--- config.mk ---
export PLATFORM = sky130hd
export DESIGN_NAME = data_cache_ctrl
export DESIGN_NICKNAME = d
export VERILOG_FILES = /design/src/rtl/data_cache_ctrl.sv
export SDC_FILE = /design/constraint.sdc
export NUM_CORES = 1
export LEC_CHECK = 0
export ABC_AREA = 1
export BUFFER_PORTS_ARGS = -buffer_cell sky130_fd_sc_hd__buf_2
export CORE_MARGIN = 2
export CORE_UTILIZATION = 35
export DETAILED_ROUTE_END_ITERATION = 8
export PLACE_DENSITY = 0.48
export SLEW_MARGIN = 40
export SYNTH_ARGS = -nofsm -noshare
export SYNTH_HDL_FRONTEND = slang
export SYNTH_SLANG_ARGS = --single-unit
--- constraint.sdc ---
create_clock -name CLK -period 22 [get_ports CLK]
set_input_delay 3.3 -clock CLK [delete_from_list [all_inputs] [get_ports CLK]]
set_output_delay 3.3 -clock CLK [all_outputs]
set_load 0.05 [all_outputs]
--- src/rtl/data_cache_ctrl.sv ---
// Direct-mapped, write-through, no-write-allocate data cache controller for the memory stage.
// Latency: load hit 0 cycles (combinational); load miss = mem latency + 1; store = mem latency + 1.
// Backpressure: StallM holds the pipeline on load misses and all stores until the backing memory acks.
module data_cache_ctrl #(
    parameter int DATA_WIDTH    = 32,
    parameter int ADDRESS_WIDTH = 32,
    parameter int SET_BITS      = 4
) (
    input  logic                     CLK,
    input  logic                     RST,
    input  logic                     MemReadM,
    input  logic                     MemWriteM,
    input  logic                     a_typeM,
    input  logic [ADDRESS_WIDTH-1:0] ALUResultM,
    input  logic [DATA_WIDTH-1:0]    WriteDataM,
    output logic [DATA_WIDTH-1:0]    ReadDataM,
    output logic                     StallM,
    output logic                     mem_req,
    output logic                     mem_we,
    output logic                     mem_byte,
    output logic [ADDRESS_WIDTH-1:0] mem_addr,
    output logic [DATA_WIDTH-1:0]    mem_wdata,
    input  logic [DATA_WIDTH-1:0]    mem_rdata,
    input  logic                     mem_ack
);

    localparam int NUM_SETS = 1 << SET_BITS;
    localparam int TAG_BITS = ADDRESS_WIDTH - SET_BITS - 2;

    localparam logic [1:0] ST_IDLE  = 2'd0;
    localparam logic [1:0] ST_FILL  = 2'd1;
    localparam logic [1:0] ST_WRITE = 2'd2;

    logic [1:0]            state_q, state_d;
    logic                  done_q, done_d;
    logic [NUM_SETS-1:0]   valid_q, valid_d;
    logic [TAG_BITS-1:0]   tag_q  [NUM_SETS];
    logic [DATA_WIDTH-1:0] data_q [NUM_SETS];

    logic [1:0]            off;
    logic [SET_BITS-1:0]   idx;
    logic [TAG_BITS-1:0]   tag;
    logic                  line_match;
    logic [DATA_WIDTH-1:0] line_word;
    logic [7:0]            line_byte;
    logic                  is_store;
    logic                  is_load;
    logic                  load_hit;
    logic                  line_we;
    logic [DATA_WIDTH-1:0] line_wdata;

    assign off        = ALUResultM[1:0];
    assign idx        = ALUResultM[SET_BITS+1:2];
    assign tag        = ALUResultM[ADDRESS_WIDTH-1:SET_BITS+2];
    assign line_match = valid_q[idx] && (tag_q[idx] == tag);
    assign line_word  = data_q[idx];
    assign line_byte  = line_word[{off, 3'b000} +: 8];
    // A simultaneous read and write request is a store; the read half is dropped.
    assign is_store   = MemWriteM;
    assign is_load    = MemReadM && !MemWriteM;
    assign load_hit   = is_load && line_match;

    // Next-state, done flag, valid bits and line write-enable.
    always_comb begin
        state_d    = state_q;
        done_d     = done_q;
        valid_d    = valid_q;
        line_we    = 1'b0;
        line_wdata = line_word;
        case (state_q)
            ST_IDLE: begin
                // done only survives the single retire cycle of a finished store
                done_d = 1'b0;
                if (is_store) begin
                    if (!done_q) begin
                        state_d = ST_WRITE;
                    end
                end else if (is_load && !load_hit) begin
                    state_d = ST_FILL;
                end
            end
            ST_FILL: begin
                if (mem_ack) begin
                    line_we      = 1'b1;
                    line_wdata   = mem_rdata;
                    valid_d[idx] = 1'b1;
                    state_d      = ST_IDLE;
                end
            end
            ST_WRITE: begin
                if (mem_ack) begin
                    // no allocate on a store miss; only refresh a resident copy
                    if (line_match) begin
                        line_we = 1'b1;
                        if (a_typeM) begin
                            line_wdata[{off, 3'b000} +: 8] = WriteDataM[7:0];
                        end else begin
                            line_wdata = WriteDataM;
                        end
                    end
                    done_d  = 1'b1;
                    state_d = ST_IDLE;
                end
            end
            default: state_d = ST_IDLE;
        endcase
        // a fill interrupted by reset must never leave data behind
        if (RST) begin
            line_we = 1'b0;
        end
    end

    // Control state with synchronous reset; tag/data arrays are never reset.
    always_ff @(posedge CLK) begin
        if (RST) begin
            state_q <= ST_IDLE;
            done_q  <= 1'b0;
            valid_q <= '0;
        end else begin
            state_q <= state_d;
            done_q  <= done_d;
            valid_q <= valid_d;
        end
    end

    // Line storage: tag and data written together on fill or store hit.
    always_ff @(posedge CLK) begin
        if (line_we) begin
            tag_q[idx]  <= tag;
            data_q[idx] <= line_wdata;
        end
    end

    // Pipeline stall, load data and backing-memory request outputs.
    always_comb begin
        StallM    = 1'b0;
        mem_req   = 1'b0;
        mem_we    = 1'b0;
        mem_byte  = 1'b0;
        mem_addr  = '0;
        mem_wdata = '0;
        ReadDataM = '0;
        case (state_q)
            ST_IDLE: begin
                if (is_store) begin
                    StallM = !done_q;
                end else if (is_load) begin
                    StallM = !load_hit;
                    if (load_hit) begin
                        ReadDataM = a_typeM ? {{(DATA_WIDTH-8){1'b0}}, line_byte} : line_word;
                    end
                end
            end
            ST_FILL: begin
                StallM   = 1'b1;
                mem_req  = 1'b1;
                mem_addr = {ALUResultM[ADDRESS_WIDTH-1:2], 2'b00};
            end
            ST_WRITE: begin
                StallM    = 1'b1;
                mem_req   = 1'b1;
                mem_we    = 1'b1;
                mem_byte  = a_typeM;
                mem_addr  = ALUResultM;
                mem_wdata = WriteDataM;
            end
            default: begin
                StallM = 1'b0;
            end
        endcase
        // the request drops in the very cycle reset is asserted
        if (RST) begin
            StallM   = 1'b0;
            mem_req  = 1'b0;
            mem_we   = 1'b0;
            mem_byte = 1'b0;
        end
    end

endmodule
==> impl_metrics.ini, run 1 <==
[sta]
fin_crit_sh = 0.5198
rsz0062_at_grt = no
final.setup.tns_ns = 0
fin_ws_ns = 10.56
slew_headroom = 0.3990
worst_pin_slew_ns = 0.9014
setup_violations = 0
whs_ns = 0.4477
skew_ns = 0.02865
finalMaxSlewViolations = 0
hold_viol_final = 0
period_needed_ns = 11.44
fmax_mhz = 87.44

[cells_and_area]
mostFrequentLayoutCells = nand2_1, edfxtp_1, a22oi_1
area_delta_synth_final_pct = 15.40
final_common_cell = nand2_1
final_area_sq_um = 46220
utilization = 0.4059
seqCellArea_sq_um = 28250
fillers = 11020
drive_gt1_frac = 0.1216
multi_input_area_sq_um = 10610
final_nets = 3855
final_cells = 5337

[drt]
routedWlPerCell_um = 24.30
dr.pass1.iters = 5
drtIter0Drc = 2512
ant_nets = 0
drt-vias-per-instance = 5.217
wl_um = 129700
vias = 27840
post-route-drc-count = 0

[clock_tree]
cts.sinks = 947
cts_setup_buffers = 0
numCtsBuffers = 103
cts_resized = 0
htreeDepth = 3
root_buffer = clkbuf_16
clk_pin_slew_ns = 0.06
cts_tree = yes
clkLatencyLatePin_ns = 0.70
cts_hold_buf = 0
clock_path_buffers = 3

[global_routing]
grt_overflow = 0
grt_pass1_wl_um = 188600
antenna_found_initial = 2
grt_usage = 0.2193
grt_pass1_vias = 26700
grt_max_degree = 147

[worst_setup_path]
cpPeakStageDelay_ns = 0.64
critPathKind = in2out
r2r-start = tag_q[8][0]$_DFFE_PP_
critPathCaptureType = output pin
critPathRequiredTime_ns = 18.70
crit_start = ALUResultM[2]
crit_chain = buf_6 -> inv_4 -> buf_4 -> buf_6 -> nand2_1 -> nand2_1 -> nand2_1 -> nand2_1 -> nand2_1 -> nand2_1 -> nor2_1 -> xor2_1 -> nor2_1 -> nand2_1 -> nor2_1 -> nand2_1 -> nor3_4 -> nand3_1 -> buf_4 -> o21ai_1 -> buf_2
cp_max_fo = 76
crit_top_cell = nand2_1
path_delay_family = buffers and inverters
worstPathBufferInverterCount = 6
worst_path_max_delay_cell = nor3_4
startpoint_type = input port
arrival_ns = 8.14

[power]
power_mw = 4.136
p_sw_mw = 1.070
vdd_drop_max_uv = 60.51
swShare = 0.2587
p_int_mw = 3.066
p_seq_frac = 0.500
pwr-share-clk = 0.390
pwr-share-comb = 0.110
p_leak_nw = 17.38
powerDensity_nw_per_um2 = 89.50

[placement]
place_ws_ns = 10.59
gp_congestion = 0.8651
port_buffers = 201
dp.cells = 5150
hpwl_um = 72970
place_area_sq_um = 43040

[synth]
syn_avg_cell_area_sq_um = 11.23
syn_area_sq_um = 40050
synth-warning-count = 0
ys_types = 36
ys_seq_area_frac = 0.7053
synth_fp_nets = 3678
ys_ff_latch = 947
synthArstFlopShare = 0
synth-edff-count = 928
synthCells = 3567
synth-main-ff-cell = edfxtp_1

[worst_hold_path]
hold_path_class = reg2reg
hp-start = valid_q[9]$_SDFFE_PP0P_

[floorplanning]
rows = 124
die_x_um = 342.3
boundaryPins = 202
dieArea_sq_um = 117200
initial_utilization = 0.3517
fp.coreArea_sq_um = 113900
die_y_um = 342.3

[job]
cap_violations = 0

[status]
outcome = finished, final reports clean
-- power by group through the flow --
stage / registers [mW] / logic (mW) / clock network, mW
finish: 2.07 / 0.455 / 1.61
global route: 2.07 / 0.497 / 1.71
CTS: 2.07 / 0.455 / 1.64
detailed placement: 2.11 / 0.454 / 0
global placement: 2.11 / 0.446 / 0
floorplan: 2.11 / 0.263 / 0
-- final timing paths --
check	to	slack, ns	cells past startpoint
min reg2reg	valid_q[9]$_SDFFE_PP0P_	0.45	2
min	valid_q[9]$_SDFFE_PP0P_	0.45	2
max	ReadDataM[3]	10.56	21
max reg2reg	tag_q[9][7]$_DFFE_PP_	16.69	17
-- layer usage --
layer | wire (um) | part of all wire | track usage | vias up
li1 | - | - | - | 12850
met1 | 59170 | 0.46 | 0.3157 | 13880
met2 | 60400 | 0.47 | 0.3534 | 941
met3 | 7507 | 0.058 | 0.03040 | 171
met4 | 2598 | 0.020 | 0.04669 | 2
met5 | 11 | 0.000085 | 0 | -
-- cells in the mapped netlist, types with 4 or more instances --
master	count	share of area
a22oi_1	256	0.048
a211oi_1	34	0.0064
o211ai_1	17	0.0032
nor3_1	50	0.0062
clkbuf_1	106	0.0099
nand2_1	1372	0.13
buf_1	34	0.0032
buf_2	52	0.0065
inv_1	147	0.014
dfxtp_1	19	0.0095
inv_2	4	0.00037
o22ai_1	12	0.0019
nand4_1	42	0.0066
edfxtp_1	928	0.70
a21oi_1	75	0.0094
o21ai_0	62	0.0077
o21ai_1	20	0.0025
buf_4	9	0.0017
ha_1	9	0.0028
nor2_1	184	0.017
o41ai_1	6	0.0013
nand3_1	107	0.013
-- sequential cells by signal, indices dropped and copies added, names as in the netlist --
| register | count |
|---|---|
| tag_q | 416 |
| state_q | 2 |
| data_q | 512 |
| done_q | 1 |
| valid_q | 16 |
-- cells by family after synthesis --
group / after synthesis / synth area share
XOR/XNOR: 2 / 0.0004374
AO/OA/AOI/OAI: 487 / 0.08126
flip-flops: 947 / 0.7053
AND/OR/NAND/NOR: 1766 / 0.1742
buffers and inverters: 356 / 0.03602
adder cells (fa/ha/maj): 9 / 0.002812
-- worst reg2reg max path: cells and delay by family, from the launching register on --
kind / cells / cell delay, ns
simple gates: 13 / 2.83
flops: 1 / 0.37
buf+inv: 2 / 0.89
compound gates: 2 / 0.79
-- layout make-up --
cell class,instances,area share
Antenna cell,2,0.0001083
Clock inverter,58,0.009800
Clock buffer,126,0.05810
Tap cell,1512,0.04093
Timing Repair Buffer,274,0.03741
Sequential cell,947,0.6112
Multi-Input combinational cell,2264,0.2296
Inverter,154,0.01289
(Power assumes the default switching activity.)
==> run 2: changes to the inputs <==
--- a/config.mk
+++ b/config.mk
@@ -10,7 +10,7 @@
 export CORE_MARGIN = 2
 export CORE_UTILIZATION = 35
 export DETAILED_ROUTE_END_ITERATION = 8
-export PLACE_DENSITY = 0.48
+export PLACE_DENSITY = 0.5
 export SLEW_MARGIN = 40
 export SYNTH_ARGS = -nofsm -noshare
 export SYNTH_HDL_FRONTEND = slang
==> constraint.sdc (replaced) <==
create_clock -name CLK -period 10.4 [get_ports CLK]
set_input_delay 1.56 -clock CLK [delete_from_list [all_inputs] [get_ports CLK]]
set_output_delay 1.56 -clock CLK [all_outputs]
set_load 0.05 [all_outputs]
==> run 2 against run 1 <==
Register-to-register slack worse by 11 ns. Routed wire length is 1.2% lower. Hold slack better by 0.0050 ns. Setup slack worse by 8.0 ns. Cell area is 0.38% higher. Clock power is 120% higher. Total power is 120% higher. Clock-buffer cell count is 15 lower. Critical endpoint unchanged. Flip-flop and latch count stayed put. Global-route usage is 0.31 points lower. Non-clock buffer count is 4 higher. Via count is 0.44% higher.
==> impl_metrics.ini, run 2 (synthesized netlist as in run 1, its figures left out) <==
[status]
outcome = finished, final reports clean

[global_routing]
grt_pass1_vias = 27180
antenna_found_initial = 4
grt_usage = 0.2162
grt_max_degree = 137
grt_pass1_wl_um = 187300
grt_overflow = 0

[sta]
worst_pin_slew_ns = 0.8654
setup_violations = 0
hold_viol_final = 0
fin_crit_sh = 0.7489
slew_headroom = 0.4230
final.setup.tns_ns = 0
fmax_mhz = 128.4
period_needed_ns = 7.788
skew_ns = 0.02797
finalMaxSlewViolations = 0
rsz0062_at_grt = no

[placement]
place_area_sq_um = 43120
hpwl_um = 72640
dp.cells = 5153
port_buffers = 201
gp_congestion = 0.8962

[worst_setup_path]
critPathCaptureType = output pin
crit_chain = buf_4 -> clkinv_2 -> nor2_4 -> buf_4 -> nand2_1 -> nand3_1 -> nand2_1 -> nand2_1 -> nor2_1 -> nand2_1 -> and2_1 -> nand3_1 -> nor2_1 -> nand2_1 -> nor3_4 -> nand3_1 -> buf_4 -> o21ai_1 -> buf_2
cpPeakStageDelay_ns = 0.79
critPathRequiredTime_ns = 8.84
cp_max_fo = 32
r2r-start = tag_q[5][15]$_DFFE_PP_
reg2reg_slack_ns = 5.93
critical_path.reg2reg.endpoint = data_q[3][3]$_DFFE_PP_
r2r_cells = 18
critPathKind = in2out
arrival_ns = 6.23
worst_path_max_delay_cell = nor2_4
crit_top_cell = nand2_1
worstPathBufferInverterCount = 5
startpoint_type = input port
path_delay_family = simple AND/OR/NAND/NOR gates

[power]
vdd_drop_max_uv = 112.3
powerDensity_nw_per_um2 = 191.9
p_leak_nw = 17.47

[worst_hold_path]
hold_end = valid_q[1]$_SDFFE_PP0P_
hp-start = valid_q[1]$_SDFFE_PP0P_
hold_path_depth = 2
hold_path_class = reg2reg

[clock_tree]
cts_setup_buffers = 0
clkLatencyLatePin_ns = 0.67
cts_hold_buf = 0
cts.sinks = 947
numCtsBuffers = 99
htreeDepth = 3
cts_tree = yes
root_buffer = clkbuf_16
clk_pin_slew_ns = 0.06
clock_path_buffers = 3
cts_resized = 0

[cells_and_area]
final_cells = 5340
area_delta_synth_final_pct = 15.83
top_regs = data_q (512), tag_q (416), valid_q (16)
utilization = 0.4074
multi_input_area_sq_um = 10610
seqCellArea_sq_um = 28250
final_nets = 3855
largest_reg_flops = 512
fillers = 10910
mostFrequentLayoutCells = nand2_1, edfxtp_1, a22oi_1
drive_gt1_frac = 0.1254
n_antenna_cell = 0
final_common_cell = nand2_1
top_register = data_q
final_area_sq_um = 46390

[floorplanning]
die_x_um = 342.3
fp.coreArea_sq_um = 113900
initial_utilization = 0.3517
rows = 124
die_y_um = 342.3
boundaryPins = 202
dieArea_sq_um = 117200

[drt]
post-route-drc-count = 0
drtIter0Drc = 2519
wl_met2_um = 59150
routedWlPerCell_um = 23.99
drt-vias-per-instance = 5.237
wl_met1_um = 58250
highest_layer = met5
wl_um = 128100
route.met3.wl_um = 7283
dr.pass1.iters = 7
vias = 27970
ant_nets = 0

[job]
cap_violations = 0
## run 2: cell count changes in the layout (fill, tap and decap cells not counted), moves of 2 or more
| cell | before | now |
|---|---|---|
| buf_16 | 5 | 3 |
| bufinv_16 | 3 | 12 |
| buf_6 | 8 | 2 |
| buf_12 | 1 | 12 |
| diode_2 | 2 | 0 |
| clkbuf_1 | 22 | 11 |
| buf_4 | 56 | 60 |
| clkinv_16 | 4 | 0 |
| clkbuf_16 | 104 | 100 |
| buf_8 | 4 | 2 |
| inv_6 | 2 | 5 |
| clkinv_2 | 20 | 26 |
## run 2: cell type report
cell class	instances	area share
inverter	154	0.01281
clock buffer	111	0.05483
sequential	947	0.6089
tap	1512	0.04078
timing repair buffer	278	0.03927
clock inverter	74	0.01475
multi-input combinational	2264	0.2287
## run 2: how the worst max path moves through the flow
stage | start | to | slack (ns) | cells after the start
after floorplan | ALUResultM[3] | data_q[13][0]$_DFFE_PP_ | 2.52 | 18
after global placement | ALUResultM[2] | ReadDataM[2] | 2.65 | 18
after detailed placement | ALUResultM[2] | ReadDataM[2] | 2.61 | 18
after CTS | ALUResultM[3] | ReadDataM[3] | 2.59 | 18
after global routing | ALUResultM[3] | ReadDataM[5] | 2.27 | 18
final | ALUResultM[3] | ReadDataM[3] | 2.61 | 19
## run 2: worst min-delay path, stage by stage, from the launching register on
cell and delay (ns):
dfxtp_1 0.31, inv_1 0.04, a21oi_1 0.05
## run 2: through the flow
step / hold slack [ns] / total power, mW / setup slack [ns]
after floorplan: 0.4268 / 5.015 / 2.519
after global placement: 0.4377 / 5.411 / 2.654
after detailed placement: 0.4422 / 5.431 / 2.612
after CTS: 0.4511 / 8.956 / 2.594
after global routing: 0.4751 / 9.192 / 2.265
final: 0.4527 / 8.902 / 2.612
## run 2: per-layer routing
metal	GRT usage	up-vias
li1	-	12860
met1	0.3133	13840
met2	0.3440	1044
met3	0.02458	214
met4	0.05948	4
met5	0	-
## run 2: where the power goes
part | switching (mW) | leakage (nW) | internal [mW]
Clock | 1.49 | 1.59 | 2.06
Combinational | 0.767 | 7.37 | 0.208
Sequential | 0.00239 | 8.52 | 4.37
Total | 2.26 | 17.5 | 6.64
